<file path="config.mk">
export PLATFORM = sky130hd
export DESIGN_NAME = change_dispenser_flat
export DESIGN_NICKNAME = d
export VERILOG_FILES = /design/src/rtl/change_dispenser_if.sv /design/src/rtl/change_dispenser.sv /design/src/flat_wrapper.sv
export SDC_FILE = /design/constraint.sdc
export NUM_CORES = 1
export LEC_CHECK = 0
export BUFFER_PORTS_ARGS = -buffer_cell sky130_fd_sc_hd__buf_4
export CORE_MARGIN = 2
export CORE_UTILIZATION = 35
export DETAILED_ROUTE_END_ITERATION = 7
export GPL_TIMING_DRIVEN = 1
export HOLD_SLACK_MARGIN = 0.1
export REMOVE_ABC_BUFFERS = 1
export SLEW_MARGIN = 25
export SYNTH_ARGS = -nofsm -noshare
export SYNTH_HDL_FRONTEND = slang
export SYNTH_SLANG_ARGS = --single-unit
</file>
<file path="constraint.sdc">
create_clock -name clk -period 7.1 [get_ports clk]
set_clock_uncertainty 0.15 [all_clocks]
set_input_delay 1.775 -clock clk [delete_from_list [all_inputs] [get_ports clk]]
set_output_delay 1.775 -clock clk [all_outputs]
set_load 0.005 [all_outputs]
</file>
<file path="src/rtl/change_dispenser_if.sv">
// Coin hopper / ticket controller signal bundle for the change dispenser.
// The slave modport is the dispenser itself; the master side is the ticket
// controller plus the hopper, which drive requests and acknowledges.
interface change_dispenser_if;
    logic       start;
    logic [7:0] amount;
    logic       abort;
    logic       coin_ack;
    logic       coin_req;
    logic [1:0] coin_sel;
    logic       busy;
    logic       done;
    logic       err;
    logic       jam;
    logic [7:0] remaining;
    logic [3:0] coins_out;

    modport slave (
        input  start, amount, abort, coin_ack,
        output coin_req, coin_sel, busy, done, err, jam, remaining, coins_out
    );

    modport master (
        output start, amount, abort, coin_ack,
        input  coin_req, coin_sel, busy, done, err, jam, remaining, coins_out
    );
endinterface

</file>
<file path="src/rtl/change_dispenser.sv">
// Change dispenser: pays out a change amount greedily as 20/10/5 taka coins,
// one coin per req/ack handshake with the hopper, with jam detection.
// Every output is a register; status flags are derived from the next state.
module change_dispenser #(
    parameter int MAX_AMOUNT  = 250,
    parameter int ACK_TIMEOUT = 50000000,
    parameter int GAP_CYCLES  = 1000
) (
    input logic               clk,
    input logic               reset,
    change_dispenser_if.slave bus
);
    localparam int TW = (ACK_TIMEOUT > 1) ? $clog2(ACK_TIMEOUT) : 1;
    localparam int GW = $clog2(GAP_CYCLES + 1);
    localparam logic [TW-1:0] TIMER_LAST = TW'(ACK_TIMEOUT - 1);
    localparam logic [GW-1:0] GAP_LAST   = GW'(GAP_CYCLES - 1);

    typedef enum logic [2:0] {
        IDLE,
        CHECK,
        SELECT,
        REQ,
        RELEASE,
        GAP,
        JAM
    } state_t;

    state_t        state_q, state_d;
    logic [7:0]    remaining_q, remaining_d;
    logic [3:0]    coins_q, coins_d;
    logic [1:0]    coinSel_q, coinSel_d;
    logic [TW-1:0] timer_q, timer_d;
    logic [GW-1:0] gap_q, gap_d;
    logic          done_q, done_d;
    logic          err_q, err_d;
    logic          coinReq_q, busy_q, jam_q;
    logic [7:0]    coinValue;

    // Value in taka of the coin currently being requested from the hopper.
    always_comb begin
        case (coinSel_q)
            2'd2:    coinValue = 8'd20;
            2'd1:    coinValue = 8'd10;
            default: coinValue = 8'd5;
        endcase
    end

    // Next-state logic; abort outside IDLE overrides everything, including a coincident ack.
    always_comb begin
        state_d     = state_q;
        remaining_d = remaining_q;
        coins_d     = coins_q;
        coinSel_d   = coinSel_q;
        timer_d     = timer_q;
        gap_d       = gap_q;
        done_d      = 1'b0;
        err_d       = 1'b0;
        if ((state_q != IDLE) && bus.abort) begin
            state_d = IDLE;
        end else begin
            case (state_q)
                IDLE: begin
                    if (bus.start) begin
                        remaining_d = bus.amount;
                        coins_d     = 4'd0;
                        state_d     = CHECK;
                    end
                end
                CHECK: begin
                    if ((int'(remaining_q) > MAX_AMOUNT) || ((remaining_q % 8'd5) != 8'd0)) begin
                        err_d       = 1'b1;
                        remaining_d = 8'd0;
                        state_d     = IDLE;
                    end else begin
                        state_d = SELECT;
                    end
                end
                SELECT: begin
                    if (remaining_q == 8'd0) begin
                        done_d  = 1'b1;
                        state_d = IDLE;
                    end else begin
                        if (remaining_q >= 8'd20) begin
                            coinSel_d = 2'd2;
                        end else if (remaining_q >= 8'd10) begin
                            coinSel_d = 2'd1;
                        end else begin
                            coinSel_d = 2'd0;
                        end
                        timer_d = '0;
                        state_d = REQ;
                    end
                end
                REQ: begin
                    if (bus.coin_ack) begin
                        remaining_d = remaining_q - coinValue;
                        coins_d     = (coins_q == 4'd15) ? 4'd15 : coins_q + 4'd1;
                        state_d     = RELEASE;
                    end else if (timer_q == TIMER_LAST) begin
                        state_d = JAM;
                    end else begin
                        timer_d = timer_q + 1'b1;
                    end
                end
                RELEASE: begin
                    if (!bus.coin_ack) begin
                        gap_d   = '0;
                        state_d = GAP;
                    end
                end
                GAP: begin
                    if (gap_q == GAP_LAST) begin
                        state_d = SELECT;
                    end else begin
                        gap_d = gap_q + 1'b1;
                    end
                end
                JAM: begin
                    state_d = JAM;
                end
                default: begin
                    state_d = IDLE;
                end
            endcase
        end
    end

    // State and output registers; reset drops coin_req immediately without a clock.
    always_ff @(posedge clk or negedge reset) begin
        if (!reset) begin
            state_q     <= IDLE;
            remaining_q <= 8'd0;
            coins_q     <= 4'd0;
            coinSel_q   <= 2'd0;
            timer_q     <= '0;
            gap_q       <= '0;
            done_q      <= 1'b0;
            err_q       <= 1'b0;
            coinReq_q   <= 1'b0;
            busy_q      <= 1'b0;
            jam_q       <= 1'b0;
        end else begin
            state_q     <= state_d;
            remaining_q <= remaining_d;
            coins_q     <= coins_d;
            coinSel_q   <= coinSel_d;
            timer_q     <= timer_d;
            gap_q       <= gap_d;
            done_q      <= done_d;
            err_q       <= err_d;
            coinReq_q   <= (state_d == REQ);
            busy_q      <= (state_d != IDLE);
            jam_q       <= (state_d == JAM);
        end
    end

    assign bus.coin_req  = coinReq_q;
    assign bus.coin_sel  = coinSel_q;
    assign bus.busy      = busy_q;
    assign bus.done      = done_q;
    assign bus.err       = err_q;
    assign bus.jam       = jam_q;
    assign bus.remaining = remaining_q;
    assign bus.coins_out = coins_q;
endmodule

</file>
<file path="src/flat_wrapper.sv">
// flat-port wrapper written by rule: the top's interface ports become plain ports
module change_dispenser_flat 
#(
    parameter int MAX_AMOUNT  = 250,
    parameter int ACK_TIMEOUT = 50000000,
    parameter int GAP_CYCLES  = 1000
)
  (clk, reset, bus_start, bus_amount, bus_abort, bus_coin_ack, bus_coin_req, bus_coin_sel, bus_busy, bus_done, bus_err, bus_jam, bus_remaining, bus_coins_out);
  change_dispenser_if bus_i ();
  input logic clk;
  input logic reset;
  input wire logic [$bits(bus_i.start)-1:0] bus_start;
  input wire logic [$bits(bus_i.amount)-1:0] bus_amount;
  input wire logic [$bits(bus_i.abort)-1:0] bus_abort;
  input wire logic [$bits(bus_i.coin_ack)-1:0] bus_coin_ack;
  output wire logic [$bits(bus_i.coin_req)-1:0] bus_coin_req;
  output wire logic [$bits(bus_i.coin_sel)-1:0] bus_coin_sel;
  output wire logic [$bits(bus_i.busy)-1:0] bus_busy;
  output wire logic [$bits(bus_i.done)-1:0] bus_done;
  output wire logic [$bits(bus_i.err)-1:0] bus_err;
  output wire logic [$bits(bus_i.jam)-1:0] bus_jam;
  output wire logic [$bits(bus_i.remaining)-1:0] bus_remaining;
  output wire logic [$bits(bus_i.coins_out)-1:0] bus_coins_out;
  assign bus_i.start = bus_start;
  assign bus_i.amount = bus_amount;
  assign bus_i.abort = bus_abort;
  assign bus_i.coin_ack = bus_coin_ack;
  assign bus_coin_req = bus_i.coin_req;
  assign bus_coin_sel = bus_i.coin_sel;
  assign bus_busy = bus_i.busy;
  assign bus_done = bus_i.done;
  assign bus_err = bus_i.err;
  assign bus_jam = bus_i.jam;
  assign bus_remaining = bus_i.remaining;
  assign bus_coins_out = bus_i.coins_out;
  change_dispenser #(.MAX_AMOUNT(MAX_AMOUNT), .ACK_TIMEOUT(ACK_TIMEOUT), .GAP_CYCLES(GAP_CYCLES)) u_core (.clk(clk), .reset(reset), .bus(bus_i));
endmodule
</file>
==> metrics.md <==
| Metric | Value |
|---|---|
| Critical Path End Type | flip-flop |
| Most common cell after layout, fill and taps aside | dfrtp_1 |
| Final nets | 506 |
| Drt initial violations | 276 |
| Flop2flop setup slack | roughly 3.4 ns |
| Syn Area/Cell | 8.72 sq um |
| Unrepaired setup endpoints after global routing | false |
| Pin count of the biggest net entering global routing | 59 |
| Worst Path Arrival | 3.77 ns |
| Status | completed |
| Crit Path Category | reg -> reg |
| Via/cell ratio | 5.51 |
| Final hold violation count | 0 |
| Cts hold-fix bufs | 0 |
| Most frequent cells in the layout | dfrtp_1 (58), nor2_1 (55), nand2_1 (41), buf_4 (33) |
| Worst EP required | between 7 and 8 ns |
| Setup TNS | 0 ns |
| Final setup viols | 0 |
| Core area | 11300 sq um |
| Ys flop type | dfrtp_1 |
| Routed vias | between 3000 and 4000 |
| H-tree lvl count | 3 |
| Mapped Cells | 458 |
| GRT Overall Usage | around 16% |
| Placed insts | 612 |
| Sinks on Clock Net | 58 |
| CTS buffer count | 9 |
| Port buffer count | 31 |
| First-pass detailed-route iteration total | 4 |
| DRC violations left | 0 |
| Vert. Die Dim | 111 microns |
| Initial antenna violation count | 0 |
| Worst reg2reg path depth | 10 |
| Syn Std Cell Area | 3990 sq um |
| Detailed Route WL | between 9000 and 10000 microns |
| Die width | 111 microns |
| Core Rows | 39 |
| Post-synthesis cell type count | between 60 and 70 |
| Post-layout min period | 3.70 ns |
| Worst setup endpoint | u_core.bus.remaining[4] |
| CTS tree | yes |
| Min-Delay Path Class | reg -> reg |
| Crit path from | u_core.bus.remaining[7] |
| ANT cells | 0 |
| R2R Path End | u_core.bus.remaining[4] |
| Cell taking the most area after synthesis | dfrtp_1 |
| Maximum root-to-sink buffer count | 2 |
| Seq/Total Area, Yosys | 36.3% |
| Post-synthesis register bit count | 58 |
| Final worst-path cycle share | 52.1% |
| IO Pins | 32 |
| Rel. slew slack | between 40% and 50% |
| Final Wtd Congestion | roughly 0.84 |
| Post-synthesis async set-or-reset flop share | 100% |
| Worst skew pair latency | roughly 0.33 ns |
| Fmax achieved | 0.270 GHz |
| Area Growth Syn to Fin | 15.4% |
| Leak | around 2 nW |
| HPWL Detailed | 6780 microns |
| Overflow left after global routing | 0 |
| Clock Pin Slew Worst Setup and Hold Paths | around 0.06 ns |
| Total power draw | 1.85 mW |
| Clock root cell | clkbuf_16 |
| Critical R2R Launch | u_core.bus.remaining[7] |
| EDFF count, synth | 0 |
| Worst-margin pin slew | roughly 0.9 ns |
| Max-cap violations | 0 |
| Post-CTS resize count | 0 |
| Non-filler cells, final | between 600 and 700 |
| Die ar. | 12300 sq um |
| Yosys warning count | 0 |
| PwrDens | 402 nW/um^2 |
| Slew Limit Fails | 0 |
| Wire length per cell | about 15 microns |
| Initial Utilization | 35.4% |
| Yosys top cell area share | 36.3% |
| Post-route ant nets | 0 |
| First-pass GRT wire length | between 15000 and 20000 microns |
| Maximum vdd drop | 0.000284 V |
| CP max FO | 20 |
| Fraction of layout cells with a size suffix above 1 | 13.6% |
| Synth area leaders | dfrtp_1 (36%), nor2_1 (5.2%), xor2_1 (5.0%) |
| Hold_ws | 0.353 ns |
| Startpoint types | flip-flop |
| Post-CTS Setup Inserts | 0 |
| Vias in the first global route | between 3000 and 4000 |
synthesized netlist by cell type, drive strengths merged, types with 4 or more instances:
cell type and n:
dfrtp 58, nor3b 6, ha 12, and3 7, nor4b 4, a31oi 7
nand2b 5, inv 22, nand2 41, xnor2 14, o211ai 5, clkbuf 10
mux2i 4, mux2 5, or3 6, a21o 7, buf 12, nor2 55
nor3 14, a22oi 4, o21ai 18, a21oi 25, nand4 13, xor2 23
nor4 7, o22ai 4, nand3 18
layer usage:
metal / vias to the layer above / track usage, % / share of wire [%]
met3: 13 / 3.72 / 4.1
met1: 1654 / 21.6 / 46
met5: - / 0 / 0
met2: 88 / 26.3 / 48
met4: 0 / 3.83 / 1.1
li1: 1706 / - / -
worst min path at each step:
stage / start / end / slack [ns] / cells past startpoint
finish: u_core.timer_q[0] / u_core.timer_q[0] / 0.35 / 1
floorplan: u_core.timer_q[0] / u_core.timer_q[0] / 0.32 / 1
global route: u_core.timer_q[0] / u_core.timer_q[0] / 0.39 / 1
CTS: u_core.timer_q[0] / u_core.timer_q[0] / 0.35 / 1
global placement: u_core.timer_q[0] / u_core.timer_q[0] / 0.33 / 1
detailed placement: u_core.timer_q[0] / u_core.timer_q[0] / 0.35 / 1
state kept, by name, summed over array words and instances, names as in the netlist:
| register | count |
|---|---|
| u_core.bus.done | 1 |
| u_core.bus.coins_out | 4 |
| u_core.bus.coin_sel | 2 |
| u_core.bus.coin_req | 1 |
| u_core.bus.jam | 1 |
| u_core.gap_q | 10 |
| u_core.state_q | 3 |
| u_core.bus.remaining | 8 |
| u_core.timer_q | 26 |
| u_core.bus.err | 1 |
| u_core.bus.busy | 1 |
logic make-up after synthesis:
kind of cell | count (synthesis) | synth area share, %
AND/OR/NAND/NOR | 194 | 25.0
XOR/XNOR | 37 | 8.11
adder cells (fa/ha/maj) | 13 | 4.26
flip-flops | 58 | 36.3
AO/OA/AOI/OAI | 103 | 18.7
buffers and inverters | 44 | 4.98
multiplexers | 9 | 2.60
worst max-delay path, cell delays in order (launching register included):
cell      delay [ns]
dfrtp_1         0.75
inv_1           0.18
nor4_1          0.46
a221o_1         0.26
a21oi_2         0.10
ha_1            0.19
nor3b_1         0.16
o311ai_0        0.42
o41ai_2         0.23
a21oi_4         0.34
mux2_4          0.33
report_power, final:
part           total [mW]  switching [mW]  leakage (nW)  internal [mW]
logic               0.887           0.487          1.08          0.400
registers           0.522           0.139         0.786          0.382
clock network       0.442           0.168         0.138          0.274
metrics by stage:
stage	utilization (%)	setup WS, ns	cell area [sq um]
global route	40.9	3.20	4610
global placement	38.2	3.04	4300
CTS	40.9	3.41	4610
detailed placement	38.2	3.04	4300
floorplan	-	3.48	3880
finish	40.9	3.40	4610
area by class of cell:
class                           count  area (sq um)
Fill cell                        1115          6660
Multi-Input combinational cell    356          2340
Sequential cell                    58          1450
Timing Repair Buffer               33           248
Clock buffer                        9           225
Tap cell                          143           179
Inverter                           22          82.6
Clock inverter                      7          78.8
Power figures use the tool's default switching activity.
